==> config.mk <==
export PLATFORM = sky130hd
export DESIGN_NAME = mem_ctrl
export DESIGN_NICKNAME = d
export VERILOG_FILES = /design/src/rtl/mem_ctrl.sv
export SDC_FILE = /design/constraint.sdc
export NUM_CORES = 1
export LEC_CHECK = 0
export ABC_AREA = 1
export BUFFER_PORTS_ARGS = -buffer_cell sky130_fd_sc_hd__buf_2
export CORE_MARGIN = 2
export CORE_UTILIZATION = 45
export CTS_CLUSTER_SIZE = 14
export DETAILED_ROUTE_END_ITERATION = 8
export GPL_TIMING_DRIVEN = 0
export HOLD_SLACK_MARGIN = 0.12
export MAX_ROUTING_LAYER = met4
export PLACE_DENSITY = 0.7
export SLEW_MARGIN = 10
export SYNTH_ARGS = -nofsm -noshare
export SYNTH_HDL_FRONTEND = slang
export SYNTH_SLANG_ARGS = --single-unit
==> constraint.sdc <==
create_clock -name clk -period 2.2 [get_ports clk]
set_input_delay 0.11 -clock clk [delete_from_list [all_inputs] [get_ports clk]]
set_output_delay 0.11 -clock clk [all_outputs]
set_load 0.1 [all_outputs]
==> src/rtl/mem_ctrl.sv <==
// Memory controller: arbitrates MEM byte requests and IF word fetches onto
// one byte-wide synchronous RAM port (one-cycle read latency).
module mem_ctrl #(
  parameter int ADDR_W = 17
) (
  input  logic              clk,
  input  logic              rst,
  input  logic              mem_req_i,
  input  logic              mem_r_w_i,
  input  logic [31:0]       mem_addr_i,
  input  logic [7:0]        mem_wdata_i,
  output logic [7:0]        mem_rdata_o,
  output logic              mem_ack_o,
  input  logic              if_req_i,
  input  logic [31:0]       if_addr_i,
  input  logic              if_flush_i,
  output logic [31:0]       if_inst_o,
  output logic              if_ack_o,
  input  logic [7:0]        ram_din_i,
  output logic [7:0]        ram_dout_o,
  output logic [ADDR_W-1:0] ram_a_o,
  output logic              ram_wr_o
);

  typedef enum logic [3:0] {
    S_IDLE, S_MRD1, S_MRD2, S_MWR,
    S_IF0, S_IF1, S_IF2, S_IF3, S_IF4, S_IF5,
    S_DONE
  } state_t;

  state_t              state_q, state_d;
  logic [ADDR_W-1:0]   ptr_q, ptr_d;
  logic [31:0]         byte_buf_q, byte_buf_d;
  logic [ADDR_W-1:0]   ram_a_q, ram_a_d;
  logic [7:0]          ram_dout_q, ram_dout_d;
  logic                ram_wr_q, ram_wr_d;
  logic [7:0]          mem_rdata_q, mem_rdata_d;
  logic                mem_ack_q, mem_ack_d;
  logic [31:0]         if_inst_q, if_inst_d;
  logic                if_ack_q, if_ack_d;

  // Address bits above the RAM width are deliberately ignored.
  generate
    if (ADDR_W < 32) begin : g_unused_hi
      logic unused_hi_s;
      assign unused_hi_s = ^{mem_addr_i[31:ADDR_W], if_addr_i[31:ADDR_W]};
    end
  endgenerate

  // Next-state and next-output logic for the whole controller.
  always_comb begin
    state_d     = state_q;
    ptr_d       = ptr_q;
    byte_buf_d  = byte_buf_q;
    ram_a_d     = ram_a_q;
    ram_dout_d  = ram_dout_q;
    ram_wr_d    = 1'b0;
    mem_rdata_d = mem_rdata_q;
    mem_ack_d   = 1'b0;
    if_inst_d   = if_inst_q;
    if_ack_d    = 1'b0;
    case (state_q)
      S_IDLE: begin
        if (mem_req_i) begin
          ram_a_d = mem_addr_i[ADDR_W-1:0];
          if (mem_r_w_i) begin
            ram_dout_d = mem_wdata_i;
            ram_wr_d   = 1'b1;
            state_d    = S_MWR;
          end else begin
            state_d = S_MRD1;
          end
        end else if (if_req_i && !if_flush_i) begin
          // Pointer is ADDR_W wide: 32-bit wrap then truncation is the same thing.
          ram_a_d    = if_addr_i[ADDR_W-1:0];
          ptr_d      = if_addr_i[ADDR_W-1:0] + ADDR_W'(1);
          byte_buf_d = 32'h0000_0000;
          state_d    = S_IF0;
        end else begin
          state_d = S_IDLE;
        end
      end
      S_MRD1: state_d = S_MRD2;
      S_MRD2: begin
        mem_rdata_d = ram_din_i;
        mem_ack_d   = 1'b1;
        state_d     = S_DONE;
      end
      S_MWR: begin
        mem_ack_d = 1'b1;
        state_d   = S_DONE;
      end
      S_IF0, S_IF1, S_IF2, S_IF3, S_IF4, S_IF5: begin
        if (if_flush_i) begin
          byte_buf_d = 32'h0000_0000;
          state_d    = S_IDLE;
        end else begin
          // Address issue runs two states ahead of byte capture.
          case (state_q)
            S_IF0: begin
              ram_a_d = ptr_q;
              ptr_d   = ptr_q + ADDR_W'(1);
              state_d = S_IF1;
            end
            S_IF1: begin
              ram_a_d          = ptr_q;
              ptr_d            = ptr_q + ADDR_W'(1);
              byte_buf_d[7:0]  = ram_din_i;
              state_d          = S_IF2;
            end
            S_IF2: begin
              ram_a_d          = ptr_q;
              byte_buf_d[15:8] = ram_din_i;
              state_d          = S_IF3;
            end
            S_IF3: begin
              byte_buf_d[23:16] = ram_din_i;
              state_d           = S_IF4;
            end
            S_IF4: begin
              byte_buf_d[31:24] = ram_din_i;
              state_d           = S_IF5;
            end
            S_IF5: begin
              if_inst_d = byte_buf_q;
              if_ack_d  = 1'b1;
              state_d   = S_DONE;
            end
            default: state_d = S_IDLE;
          endcase
        end
      end
      S_DONE:  state_d = S_IDLE;
      default: state_d = S_IDLE;
    endcase
  end

  // State and registered outputs.
  always_ff @(posedge clk) begin
    if (rst) begin
      state_q     <= S_IDLE;
      ptr_q       <= '0;
      byte_buf_q  <= 32'h0000_0000;
      ram_a_q     <= '0;
      ram_dout_q  <= 8'h00;
      ram_wr_q    <= 1'b0;
      mem_rdata_q <= 8'h00;
      mem_ack_q   <= 1'b0;
      if_inst_q   <= 32'h0000_0000;
      if_ack_q    <= 1'b0;
    end else begin
      state_q     <= state_d;
      ptr_q       <= ptr_d;
      byte_buf_q  <= byte_buf_d;
      ram_a_q     <= ram_a_d;
      ram_dout_q  <= ram_dout_d;
      ram_wr_q    <= ram_wr_d;
      mem_rdata_q <= mem_rdata_d;
      mem_ack_q   <= mem_ack_d;
      if_inst_q   <= if_inst_d;
      if_ack_q    <= if_ack_d;
    end
  end

  assign mem_rdata_o = mem_rdata_q;
  assign mem_ack_o   = mem_ack_q;
  assign if_inst_o   = if_inst_q;
  assign if_ack_o    = if_ack_q;
  assign ram_dout_o  = ram_dout_q;
  assign ram_a_o     = ram_a_q;
  assign ram_wr_o    = ram_wr_q;

endmodule
# [Yosys cells after proc, flatten, opt, wreduce, memory -nomap -nowiden]
# Cells that the tools add are included.
[word_totals] reg_bits=121 output_inout_bits=68 word_cells=83
[classes] addsub=2 eq_ne=19 n_mux=27 n_bitwise=4 reduce_logical=18
[ops] cell="two-way mux 17 bit" count=8
[ops] cell="two-way mux 32 bit" count=3
[ops] cell="case mux 17 bit (2 select lines)" count=2
[ops] cell="case mux 32 bit (2 select lines)" count=1
[ops] cell="adder 17 x 1 -> 17 bit, second input constant" count=2
[ops] cell="two-way mux 8 bit" count=4
[ops] cell="case mux 4 bit (6 select lines)" count=1
[ops] cell="AND reduction 4 bit" count=5
[ops] cell="equality test 4 x 3 -> 1 bit, second input constant" count=4
[ops] cell="case mux 4 bit (4 select lines)" count=1
[ops] cell="inequality test 3 bit, second input constant" count=5
[ops] cell="inequality test 2 bit, second input constant" count=5
[ops] cell="OR reduction 3 bit" count=3
[ops] cell="equality test 4 x 2 -> 1 bit, second input constant" count=2
[ops] cell="equality test 4 bit, second input constant" count=2
[ops] cell="two-way mux 4 bit" count=2
[ops] cell="AND reduction 3 bit" count=2
[ops] cell="OR reduction 6 bit" count=1
[ops] cell="AND reduction 5 bit" count=1
[ops] cell="equality test 4 x 1 -> 1 bit, second input constant" count=1
[ops] cell="logical NOT 4 bit" count=1
[ops] cell="NOT 1 bit" count=4
[ops] cell="OR reduction 2 bit" count=2
[ops] cell="two-way mux 1 bit" count=3
[ops] cell="other kinds (5)" count=5

# [Depth between registers and ports, before layout]
[depth] ltp_word=5 ltp_mapped=15 depth_no_buf=14

# [Worst setup path before layout]
# Ideal clock, no wire load.
[synth_path] path_type="reg2reg" start="register state_q[2]" end="register ptr_q[6]" setup_ns=0.109 arrival_ns=1.774 required_time_ns=2.091 setup_slack_ns=0.317 path_stages_with_launch=13 synth_period_minus_slack_ns=1.883 path_cell_list="dfxtp_1 inv_2 nand3_2 buf_4 nand3_1 nand2_1 ha_1 nand3_1 nor3_4 xor2_1 nand2_1 nand2_1 inv_1"
[synth_via] elab_chain_len=4
[synth_rtl] item="start: declaration" line_no="31" text="state_t state_q, state_d;"
[synth_rtl] item="start signal: assignment" line_no="152" text="state_q <= state_d;"
[synth_rtl] item="equality test 4 bit, or another cell as far along" line_no="62" text="case (state_q)"
[synth_rtl] item="OR reduction 6 bit / OR reduction 2 bit (equally long branches)"
[synth_rtl] item="inequality test 2 bit (no source line) / nonzero test 2 bit (equally long branches)"
[synth_rtl] item="AND reduction 5 bit (no source line)"
[synth_rtl] item="end signal: assignment" line_no="153" text="ptr_q <= ptr_d;"
[synth_rtl] item="end: declaration" line_no="32" text="logic [ADDR_W-1:0] ptr_q, ptr_d;"
# Parallel ways exist; a longest one is shown, timed or not.
# A chain may end at the register's enable or synchronous reset.

# [Worst setup path after layout]
[layout_path] start="register state_q[1]" end="register ptr_q[6]"
# Same word-level chain as after synthesis.

==> results.sh <==
export IMPL_run_status="complete, no violations"
export IMPL_cts_max_path_buffers=2
export IMPL_grt_max_degree=17
export IMPL_synth_simple_area_share_pct=23.6
export IMPL_main_flop_type_after_synthesis="sky130_fd_sc_hd__dfxtp_1"
export IMPL_period_utilization_post_route_pct=92.9
export IMPL_synthMostInstantiatedCell="sky130_fd_sc_hd__nand2_1"
export IMPL_fillerInstances=1111
export IMPL_cts_sinks=121
export IMPL_timing_critical_path_mode_cell="sky130_fd_sc_hd__nand2_1"
export IMPL_timing_critical_path_slowest_cell_delay_ns=0.33
export IMPL_placement_rows=40
export IMPL_required_time_of_the_critical_path_ns=2.52
export IMPL_report_final_setup_viol=0
export IMPL_slew_viol_final=0
export IMPL_design_die_area_um2=13200
export IMPL_count_of_maximum_capacitance_violations=0
export IMPL_cts_clk_slew_worst_paths_ns=0.06
export IMPL_synth_cells_most_frequent="sky130_fd_sc_hd__nand2_1, sky130_fd_sc_hd__dfxtp_1, sky130_fd_sc_hd__o21ai_0"
export IMPL_ctsRootBufferMaster="sky130_fd_sc_hd__clkbuf_16"
export IMPL_synth_area_per_cell_um2=6.87
export IMPL_synth_adder_area_share_pct=0.225
export IMPL_synth_mux_area_share_pct=0
export IMPL_path_class="reg -> reg"
export IMPL_synth_top_cells_by_area="sky130_fd_sc_hd__dfxtp_1, sky130_fd_sc_hd__nand2_1, sky130_fd_sc_hd__o21ai_0, sky130_fd_sc_hd__a21oi_1, sky130_fd_sc_hd__inv_1"
export IMPL_critPathArrivalTime_ns=2.37
export IMPL_syn_cell_area_um2=5550
export IMPL_num_vias=6012
export IMPL_postPlaceCellArea_um2=6340
export IMPL_total_power_uw=8320
export IMPL_fin_nets=1082
export IMPL_core_um2=12000
export IMPL_routed_wl_um=17600
export IMPL_wl_per_cell_um=15.3
export IMPL_grt_pass1_wl_um=28100
export IMPL_synth_yosys_warnings=0
export IMPL_dp_final_hpwl_um=12300
export IMPL_power_static_leakage_uw=0.00353
export IMPL_tightest_slew_ns=0.698
export IMPL_io_buffer_count=121
export IMPL_routability_congestion=0.952
export IMPL_async_reset_ff_share_pct=0
export IMPL_antenna_cells=0
export IMPL_path_delay_family="simple AND/OR/NAND/NOR gates"
export IMPL_synth_compound_gate_area_share_pct=20.6
export IMPL_path_cells="inv_2, nand3_4, nand2_4, buf_6, nand2_1, nand2_2, ha_2, nand3_2, nor3_4, buf_4, xor2_1, nand2_1, nand2_1, inv_1"
export IMPL_die_w_um=115
export IMPL_cts_inserted_buffers=17
export IMPL_powerDensity_nw_per_um2=1120
export IMPL_synth_seq_cells=121
export IMPL_worst_r2r_path_depth=14
export IMPL_slew_headroom_pct=53.5
export IMPL_vias_per_cell=5.21
export IMPL_insertion_delay_ns=0.42
export IMPL_grt_overflow_total=0
export IMPL_synth_cell_type_count=28
export IMPL_synthDominantCellAreaShare_pct=43.6
export IMPL_floorplan_die_height_um=115
export IMPL_layout_min_cycle_time_ns=2.04
export IMPL_layout_drive_gt1_share_pct=20.5
export IMPL_drt_initial_drc_count=555
export IMPL_top_usage_layer="met2"
export IMPL_unrepaired_setup_endpoints_after_global_routing="no"
export IMPL_first_global_vias=5795
export IMPL_met1_usage_pct=33.1
export IMPL_globalRouteTotalUtil_pct=28.3
export IMPL_report_final_hold_viol_count=0
export IMPL_worst_setup_path_start_kind="flip-flop"
export IMPL_synth_edff_count=0
export IMPL_largest_clock_skew_in_the_final_design_ns=0.00912
export IMPL_critical_path_cell_count=14
export IMPL_main_combinational_cell_family_by_area_after_synthesis="simple AND/OR/NAND/NOR gates"
export IMPL_number_of_antenna_violations_at_the_first_check_in_global_routing=0
export IMPL_synth_net_count=895
export IMPL_seq_area_frac_synth_pct=43.6
export IMPL_cp_max_fanout=10
export IMPL_drt_pass1_iterations=8
export IMPL_min_path_cells=5
export IMPL_critical_path_slowest_cell="sky130_fd_sc_hd__dfxtp_1"
export IMPL_timing_hold_worst_class="in -> reg"
export IMPL_post_synth_inst_count=808
export IMPL_synthDominantAreaCellType="sky130_fd_sc_hd__dfxtp_1"
export IMPL_tritoncts="built"
export IMPL_irDropWorstVdd_uv=617
export IMPL_global_route_usage_met3_pct=5.22
export IMPL_achievable_frequency_mhz=489
export IMPL_cp_buffers_inverters=4
export IMPL_detail_route_antenna_nets=0
export IMPL_final_cell_area_um2=7450
export IMPL_synth_xor_xnor_area_share_pct=0.631
export IMPL_boundaryPins=154
export IMPL_cts_htree_levels=4
export IMPL_start_util_pct=46.2
export IMPL_globalRouteMet2Util_pct=46.1
export IMPL_type_of_destination_of_the_critical_path="flip-flop"
export IMPL_area_growth_synth_to_final_pct=34.1
export IMPL_post_route_drc_count=0
-- layout by cell type, fill, tap and decap left out, types with 2 or more instances in the layout --
cell type,n
sky130_fd_sc_hd__a211oi_1,4
sky130_fd_sc_hd__a211oi_2,2
sky130_fd_sc_hd__a21oi_1,83
sky130_fd_sc_hd__a31oi_1,18
sky130_fd_sc_hd__buf_2,133
sky130_fd_sc_hd__buf_4,10
sky130_fd_sc_hd__buf_6,4
sky130_fd_sc_hd__bufinv_16,3
sky130_fd_sc_hd__clkbuf_1,24
sky130_fd_sc_hd__clkbuf_16,17
sky130_fd_sc_hd__clkbuf_8,4
sky130_fd_sc_hd__clkinv_2,3
sky130_fd_sc_hd__clkinvlp_4,4
sky130_fd_sc_hd__dfxtp_1,119
sky130_fd_sc_hd__dfxtp_2,2
sky130_fd_sc_hd__dlygate4sd3_1,41
sky130_fd_sc_hd__inv_1,97
sky130_fd_sc_hd__inv_2,8
sky130_fd_sc_hd__nand2_1,170
sky130_fd_sc_hd__nand2_2,6
sky130_fd_sc_hd__nand3_1,56
sky130_fd_sc_hd__nand3_2,2
sky130_fd_sc_hd__nand4_1,5
sky130_fd_sc_hd__nor2_1,67
sky130_fd_sc_hd__nor2_2,3
sky130_fd_sc_hd__o21ai_0,105
sky130_fd_sc_hd__o21ai_1,3
sky130_fd_sc_hd__o31ai_1,2
sky130_fd_sc_hd__xor2_1,4
-- worst reg2reg max path: stages (launching register included) --
cell and delay [ns]:
sky130_fd_sc_hd__dfxtp_1 0.33, sky130_fd_sc_hd__inv_2 0.09, sky130_fd_sc_hd__nand3_4 0.09, sky130_fd_sc_hd__nand2_4 0.12, sky130_fd_sc_hd__buf_6 0.16, sky130_fd_sc_hd__nand2_1 0.10
sky130_fd_sc_hd__nand2_2 0.10, sky130_fd_sc_hd__ha_2 0.22, sky130_fd_sc_hd__nand3_2 0.11, sky130_fd_sc_hd__nor3_4 0.14, sky130_fd_sc_hd__buf_4 0.16, sky130_fd_sc_hd__xor2_1 0.16
sky130_fd_sc_hd__nand2_1 0.07, sky130_fd_sc_hd__nand2_1 0.06, sky130_fd_sc_hd__inv_1 0.03
-- repair_timing --
action                     in CTS  in global routing
pin swaps                       1                  1
hold endpoints to repair       44                  0
hold buffers                   41                  0
resized for setup               0                  8
setup buffers                   2                  4
setup endpoints to repair       4                 15
-- per-layer routing --
layer	up-vias	wire length (um)	share of wire, %
met5	-	0	0
met4	0	707	4.0
met3	68	976	5.5
met2	233	8400	48
met1	2707	7530	43
li1	3004	-	-
-- power breakdown --
group	internal (uW)	total (uW)	switching, uW
sequential	2540	2740	196
combinational	636	2680	2040
clock	1890	2900	1010
-- final timing paths --
kind	from	end	slack, ns
worst min register to register	if_inst_o[19]$_SDFFE_PP0P_	if_inst_o[19]$_SDFFE_PP0P_	0.44
worst max register to register	state_q[1]$_SDFF_PP0_	ptr_q[6]$_SDFFE_PP0P_	0.16
worst max-delay path	state_q[1]$_SDFF_PP0_	ptr_q[6]$_SDFFE_PP0P_	0.16
worst min-delay path	mem_addr_i[9]	ram_a_o[9]$_SDFFE_PP0P_	0.14
-- cells by family (layout without fill, tap and decap cells) --
kind of cell,count (synthesis),in the layout
fa+ha+maj,1,1
simple gates,313,313
compound gates,218,218
buf+inv,151,351
xor+xnor,4,4
flops,121,121
-- state kept, by name, summed over array words and instances (netlist names) --
signal	flops
ram_a_o	17
ram_wr_o	1
byte_buf_q	32
mem_ack_o	1
ptr_q	17
state_q	4
mem_rdata_o	8
if_ack_o	1
if_inst_o	32
ram_dout_o	8
-- area by class of cell --
cell class | instances | area [um^2] | area share [%]
clock inverter | 11 | 144 | 1.93
inverter | 106 | 400 | 5.38
buffer | 45 | 229 | 3.07
timing repair buffer | 168 | 1060 | 14.2
sequential | 121 | 2420 | 32.6
clock buffer | 21 | 480 | 6.45
tap | 147 | 184 | 2.47
multi-input combinational | 536 | 2520 | 33.9
-- stage by stage --
stage	hold slack, ns	util (%)	cells	worst slack [ns]	TNS [ns]
after floorplan	0.245	-	808	0.317	0
after global placement	0.363	52.8	1076	-0.0167	-0.0182
after detailed placement	0.379	52.8	1076	-0.0473	-0.0836
after CTS	0.123	61.5	1151	0.0209	0
after global routing	0.148	62.0	1155	0.00732	0
final	0.137	62.0	1155	0.157	0
No activity file was read; power rests on OpenSTA's default activity.
